### src/rtl/sdrc_app_arbiter.sv
// Two-port round-robin arbiter in front of the SDRAM controller application interface.
// One transaction is in flight at a time; re-arbitration happens only after the burst's last transfer.
module sdrc_app_arbiter #(
  parameter int APP_AW = 30,
  parameter int APP_DW = 32,
  parameter int APP_BW = 4,
  parameter int APP_RW = 9
) (
  input  logic              clk,
  input  logic              reset_n,

  input  logic              m0_req,
  input  logic [APP_AW-1:0] m0_req_addr,
  input  logic [APP_RW-1:0] m0_req_len,
  input  logic              m0_req_wr_n,
  output logic              m0_req_ack,
  input  logic [APP_DW-1:0] m0_wr_data,
  input  logic [APP_BW-1:0] m0_wr_en_n,
  output logic              m0_wr_next,
  output logic              m0_last_wr,
  output logic [APP_DW-1:0] m0_rd_data,
  output logic              m0_rd_valid,
  output logic              m0_last_rd,

  input  logic              m1_req,
  input  logic [APP_AW-1:0] m1_req_addr,
  input  logic [APP_RW-1:0] m1_req_len,
  input  logic              m1_req_wr_n,
  output logic              m1_req_ack,
  input  logic [APP_DW-1:0] m1_wr_data,
  input  logic [APP_BW-1:0] m1_wr_en_n,
  output logic              m1_wr_next,
  output logic              m1_last_wr,
  output logic [APP_DW-1:0] m1_rd_data,
  output logic              m1_rd_valid,
  output logic              m1_last_rd,

  output logic              app_req,
  output logic [APP_AW-1:0] app_req_addr,
  output logic [APP_RW-1:0] app_req_len,
  output logic              app_req_wr_n,
  input  logic              app_req_ack,
  output logic [APP_DW-1:0] app_wr_data,
  output logic [APP_BW-1:0] app_wr_en_n,
  input  logic              app_wr_next,
  input  logic              app_last_wr,
  input  logic [APP_DW-1:0] app_rd_data,
  input  logic              app_rd_valid,
  input  logic              app_last_rd,

  output logic              arb_owner,
  output logic              arb_busy
);

  typedef enum logic [1:0] {IDLE, REQ, WDATA, RDATA} state_t;

  state_t state, state_nxt, route_state;
  logic   owner, owner_nxt;
  logic   last_served, last_served_nxt;

  // Owner-selected request fields.
  logic              sel_req;
  logic [APP_AW-1:0] sel_addr;
  logic [APP_RW-1:0] sel_len;
  logic              sel_wr_n;
  logic [APP_DW-1:0] sel_wr_data;
  logic [APP_BW-1:0] sel_wr_en_n;

  assign sel_req     = owner ? m1_req      : m0_req;
  assign sel_addr    = owner ? m1_req_addr : m0_req_addr;
  assign sel_len     = owner ? m1_req_len  : m0_req_len;
  assign sel_wr_n    = owner ? m1_req_wr_n : m0_req_wr_n;
  assign sel_wr_data = owner ? m1_wr_data  : m0_wr_data;
  assign sel_wr_en_n = owner ? m1_wr_en_n  : m0_wr_en_n;

  // Routing is cut off while reset is asserted, so an in-flight burst stops immediately.
  assign route_state = reset_n ? state : IDLE;

  assign arb_busy  = (state != IDLE);
  assign arb_owner = owner;

  // NOTE: reset here is synchronous, so reset_n is sampled on clk and is absent from the sensitivity list.
  // NOTE: sequential state uses non-blocking assignments so every register samples pre-edge values.
  always_ff @(posedge clk) begin
    if (!reset_n) begin
      state       <= IDLE;
      owner       <= 1'b0;
      last_served <= 1'b1;
    end else begin
      state       <= state_nxt;
      owner       <= owner_nxt;
      last_served <= last_served_nxt;
    end
  end

  // NOTE: every combinational output gets a default first so no latch is inferred.
  always_comb begin
    state_nxt       = state;
    owner_nxt       = owner;
    last_served_nxt = last_served;
    case (state)
      IDLE: begin
        if (m0_req || m1_req) begin
          // On a tie the requester not served last wins; a lone requester always wins.
          owner_nxt = (m0_req && m1_req) ? ~last_served : m1_req;
          state_nxt = REQ;
        end
      end
      REQ: begin
        if (app_req_ack) begin
          last_served_nxt = owner;
          state_nxt       = sel_wr_n ? RDATA : WDATA;
        end
      end
      WDATA: if (app_last_wr) state_nxt = IDLE;
      RDATA: if (app_last_rd) state_nxt = IDLE;
      default: state_nxt = IDLE;
    endcase
  end

  always_comb begin
    app_req      = 1'b0;
    app_req_addr = '0;
    app_req_len  = '0;
    app_req_wr_n = 1'b0;
    app_wr_data  = '0;
    app_wr_en_n  = '1;
    m0_req_ack   = 1'b0;
    m1_req_ack   = 1'b0;
    m0_wr_next   = 1'b0;
    m1_wr_next   = 1'b0;
    m0_last_wr   = 1'b0;
    m1_last_wr   = 1'b0;
    m0_rd_data   = '0;
    m1_rd_data   = '0;
    m0_rd_valid  = 1'b0;
    m1_rd_valid  = 1'b0;
    m0_last_rd   = 1'b0;
    m1_last_rd   = 1'b0;
    case (route_state)
      REQ: begin
        app_req      = sel_req;
        app_req_addr = sel_addr;
        app_req_len  = sel_len;
        app_req_wr_n = sel_wr_n;
        m0_req_ack   = ~owner & app_req_ack;
        m1_req_ack   =  owner & app_req_ack;
      end
      WDATA: begin
        app_wr_data = sel_wr_data;
        app_wr_en_n = sel_wr_en_n;
        m0_wr_next  = ~owner & app_wr_next;
        m1_wr_next  =  owner & app_wr_next;
        m0_last_wr  = ~owner & app_last_wr;
        m1_last_wr  =  owner & app_last_wr;
      end
      RDATA: begin
        m0_rd_data  = app_rd_data;
        m1_rd_data  = app_rd_data;
        m0_rd_valid = ~owner & app_rd_valid;
        m1_rd_valid =  owner & app_rd_valid;
        m0_last_rd  = ~owner & app_last_rd;
        m1_last_rd  =  owner & app_last_rd;
      end
      default: ;
    endcase
  end

endmodule

### config.mk
export PLATFORM = sky130hd
export DESIGN_NAME = sdrc_app_arbiter
export DESIGN_NICKNAME = d
export VERILOG_FILES = /design/src/rtl/sdrc_app_arbiter.sv
export SDC_FILE = /design/constraint.sdc
export NUM_CORES = 1
export LEC_CHECK = 0
export BUFFER_PORTS_ARGS = -buffer_cell sky130_fd_sc_hd__buf_2
export CAP_MARGIN = 15
export CORE_AREA = 3 3 132 134
export DETAILED_ROUTE_END_ITERATION = 16
export DIE_AREA = 0 0 135 137
export SLEW_MARGIN = 0
export SYNTH_ARGS = -nofsm -noshare
export SYNTH_HDL_FRONTEND = slang
export SYNTH_SLANG_ARGS = --single-unit
### constraint.sdc
create_clock -name clk -period 3.1 [get_ports clk]
set_input_delay 0.62 -clock clk [delete_from_list [all_inputs] [get_ports clk]]
set_output_delay 0.62 -clock clk [all_outputs]
set_load 0.1 [all_outputs]
==> summary.md <==
| Metric | Value |
|---|---|
| Number of iterations in the first detailed-routing pass | `4` |
| H-tree levels | `1` |
| Placer's final routability congestion estimate | `0.7462` |
| Final layout net count | `773` |
| Crit path arrival time | `between 2 and 2.5 ns` |
| R2R setup slack | `1.51 ns` |
| Cells along the critical path | `buf_2 > nand2_1 > or2_2 > buf_4 > nor2_2 > buf_12` |
| Slowest cell on crit path | `sky130_fd_sc_hd__or2_2` |
| Share of the cycle needed by the critical path after routing | `88.75%` |
| Number of hold-repair buffers added at the cts stage | `0` |
| Path class of the lowest-slack min-delay path | `flop to flop` |
| Clock Root Buffer | `sky130_fd_sc_hd__clkbuf_16` |
| Overall die area | `18500 sq um` |
| Maximum VDD drop | `0.0002927 V` |
| Vias in the first global route | `2773` |
| Worst hold path startpoint | `last_served` |
| Overall fraction of global-route tracks in use | `10.17%` |
| Setup Viol. Count Final | `0` |
| Number of diodes added for antenna fixing | `0` |
| FF-to-FF Start | `arb_owner` |
| Placed cells | `~800` |
| Slew at the pin with the worst max-slew slack | `0.8482 ns` |
| Initial antenna violation count | `0` |
| Maximum clock skew at final layout | `approximately 0.0011 ns` |
| GRT overflow | `0` |
| Number of sinks driven by the clock tree | `4` |
| Bufs on Longest Clock Path | `2` |
| RSZ-0062 raised after global routing | `false` |
| Peak per-stage delay on the critical path | `0.59 ns` |
| Maximum frequency from static timing analysis | `roughly 0.36 GHz` |
| Final non-filler cell total | `roughly 800` |
| Routed length per placed instance | `13.42 um` |
| Core Region | `16410 sq um` |
| Part of the Yosys area used for sequential elements | `3.990%` |
| DP HPWL | `9.733 mm` |
| Post_cts resized | `0` |
| Port Buf Inserts | `345` |
| Height of the chip | `137 um` |
| Mapped Cells | `between 200 and 300` |
| Critical Path RT | `2.48 ns` |
| Shortest clock period the worst path allows after layout | `2.751 ns` |
| Worst max-slew margin expressed relative to the limit | `43.46%` |
| Signed area change from the synthesized netlist to the final layout | `182.3%` |
| Number of top-level design ports | `346` |
| Worst r2r path cells | `3` |
| Max Cap Viol | `0` |
| Count of pins over their slew limit | `0` |
| First-iteration detailed-routing DRC count | `between 50 and 60` |
| Power Total | `1.138 mW` |
| Maximum number of pins on one net before global-route repair | `39` |
| Synth cell types | `21` |
| Fraction of layout cells with a size suffix above 1 | `about three quarters` |
| Detail Route Antenna Nets | `0` |
| Total count of hold-check failures in the final report | `0` |
| Post-Syn Area per Cell | `7.245 sq um` |
| Power density over cell area | `~200 nW/um^2` |
| Horizontal die dimension | `135 um` |
| Synthesized net count | `470` |
| Endpoint of the worst-slack reg-to-reg timing path | `state[0]` |
| Flip-flop and latch count after synthesis | `4` |
| Worst min-delay path endpoint | `last_served` |
| First-pass GRT wire length | `about 15 mm` |
| Crit Path Max Fanout | `27` |
| Min Hold Slack | `0.4656 ns` |
| Post-synthesis instance area | `around 2000 sq um` |
| Leakage | `2.533 nW` |
| Clock latency reported for the late side of the worst-skew pair | `0.22 ns` |
| TritonCTS Buffers | `3` |
| Type of the worst setup path | `primary input to primary output` |
| Final routed wirelength across all metal layers | `approximately 11 mm` |
| Yosys warning total | `0` |
| Worst hold stages | `2` |
| Count of fill cells added during filler insertion | `between 1500 and 2000` |
| Clock Pin Slew Worst Setup and Hold Paths | `~0.03 ns` |
| Drt drc | `0` |
| Row count | `47` |
| Number of buffers inserted by post-CTS setup repair | `0` |
| Status | `finished clean` |
| Routed via count divided by cell count | `3.708` |
| CTS tree | `built` |
| Vias after detailed routing | `2963` |
| Type of origin of the critical path | `primary input` |
| Critical path capture point type | `primary output` |
| Effective utilization at floorplan | `12.23%` |
sequential cells by signal (all words and copies together), names as in the netlist:
name         flops
last_served      1
arb_owner        1
state            2
power breakdown:
| group | total, mW | internal, mW | leakage (nW) | switching (mW) |
|---|---|---|---|---|
| Combinational | 0.851 | 0.312 | 2.46 | 0.540 |
| Sequential | 0.0792 | 0.0561 | 0.0337 | 0.0231 |
| Clock | 0.208 | 0.170 | 0.0382 | 0.0377 |
| Total | 1.14 | 0.538 | 2.53 | 0.600 |
area by class of cell:
type / count / area, sq um / area share [%]
timing repair buffer: 353 / 3526 / 62.23
sequential: 4 / 83.83 / 1.480
multi-input combinational: 216 / 1694 / 29.90
tap: 220 / 275.3 / 4.859
inverter: 2 / 7.507 / 0.1325
clock buffer: 4 / 78.83 / 1.391
through the flow:
step	util (%)	area [sq um]	setup slack (ns)	TNS, ns
after CTS	34.53	5665	0.3313	0
after global routing	34.53	5665	0.2097	0
after global placement	34.05	5587	0.3613	0
after floorplan	-	2167	-0.04117	-0.04117
after detailed placement	34.05	5587	0.3296	0
final	34.53	5665	0.3486	0
critical path, delay by kind of cell:
| kind | cells | cell delay, ns |
|---|---|---|
| and+or+nand+nor | 3 | 0.83 |
| buffers and inverters | 3 | 0.65 |
Yosys cell counts:
cell type / n / share of area [%]
sky130_fd_sc_hd__or2_1: 1 / 0.31
sky130_fd_sc_hd__buf_6: 4 / 2.2
sky130_fd_sc_hd__a21oi_1: 1 / 0.25
sky130_fd_sc_hd__buf_2: 14 / 3.5
sky130_fd_sc_hd__nor2_2: 30 / 9.4
sky130_fd_sc_hd__and3_1: 7 / 2.2
sky130_fd_sc_hd__inv_1: 2 / 0.37
sky130_fd_sc_hd__nand3b_1: 3 / 1.1
sky130_fd_sc_hd__a31o_2: 1 / 0.44
sky130_fd_sc_hd__and2_1: 32 / 10
sky130_fd_sc_hd__o31ai_1: 1 / 0.37
sky130_fd_sc_hd__nor3b_1: 3 / 1.1
sky130_fd_sc_hd__o21a_1: 1 / 0.37
sky130_fd_sc_hd__nand2_1: 8 / 1.5
sky130_fd_sc_hd__dfxtp_1: 4 / 4.0
sky130_fd_sc_hd__a21boi_0: 2 / 0.75
sky130_fd_sc_hd__and3b_1: 2 / 0.87
sky130_fd_sc_hd__mux2i_1: 79 / 39
sky130_fd_sc_hd__clkbuf_2: 3 / 0.75
sky130_fd_sc_hd__buf_4: 34 / 13
sky130_fd_sc_hd__nor2_1: 45 / 8.4
logic make-up (layout without fill, tap and decap cells):
| family | Yosys count | after routing | synth area share (%) |
|---|---|---|---|
| and+or+nand+nor | 131 | 131 | 34.85 |
| AOI/OAI and AO/OA | 6 | 6 | 2.182 |
| DFF | 4 | 4 | 3.990 |
| muxes | 79 | 79 | 39.40 |
| buffers and inverters | 57 | 359 | 19.58 |
worst max-delay path by stage:
stage | from | endpoint | slack (ns) | cells past startpoint
2_1_floorplan | arb_owner | m0_last_wr | -0.04 | 4
3_3_place_gp | reset_n | app_wr_data[20] | 0.36 | 6
3_5_place_dp | reset_n | app_wr_data[18] | 0.33 | 6
4_1_cts | reset_n | app_wr_data[18] | 0.33 | 6
5_1_grt | reset_n | app_wr_data[20] | 0.21 | 6
6_report | reset_n | app_wr_data[24] | 0.35 | 6
cell usage in the layout (no fill, tap or decap), types with 2 or more instances in the layout:
| cell | n |
|---|---|
| sky130_fd_sc_hd__nor2_2 | 68 |
| sky130_fd_sc_hd__and3_1 | 7 |
| sky130_fd_sc_hd__nand3b_1 | 3 |
| sky130_fd_sc_hd__nor2_1 | 2 |
| sky130_fd_sc_hd__and2_1 | 32 |
| sky130_fd_sc_hd__and3b_1 | 2 |
| sky130_fd_sc_hd__mux2i_1 | 79 |
| sky130_fd_sc_hd__dfxtp_1 | 3 |
| sky130_fd_sc_hd__buf_12 | 116 |
| sky130_fd_sc_hd__buf_2 | 230 |
| sky130_fd_sc_hd__nand2_1 | 8 |
| sky130_fd_sc_hd__nor3b_4 | 2 |
| sky130_fd_sc_hd__nor2_4 | 5 |
| sky130_fd_sc_hd__clkbuf_16 | 3 |
| sky130_fd_sc_hd__a21boi_0 | 2 |
| sky130_fd_sc_hd__buf_4 | 7 |
| sky130_fd_sc_hd__inv_1 | 2 |
routing by layer:
layer | wire [um] | up-vias | part of all wire [%] | track usage (%)
met5 | 0 | - | 0 | 0
met4 | 0 | 0 | 0 | 0.1680
met3 | 1427 | 0 | 13 | 3.824
met2 | 5720 | 192 | 53 | 20.18
met1 | 3576 | 1278 | 33 | 10.79
li1 | - | 1493 | - | -
(Power assumes the default switching activity.)
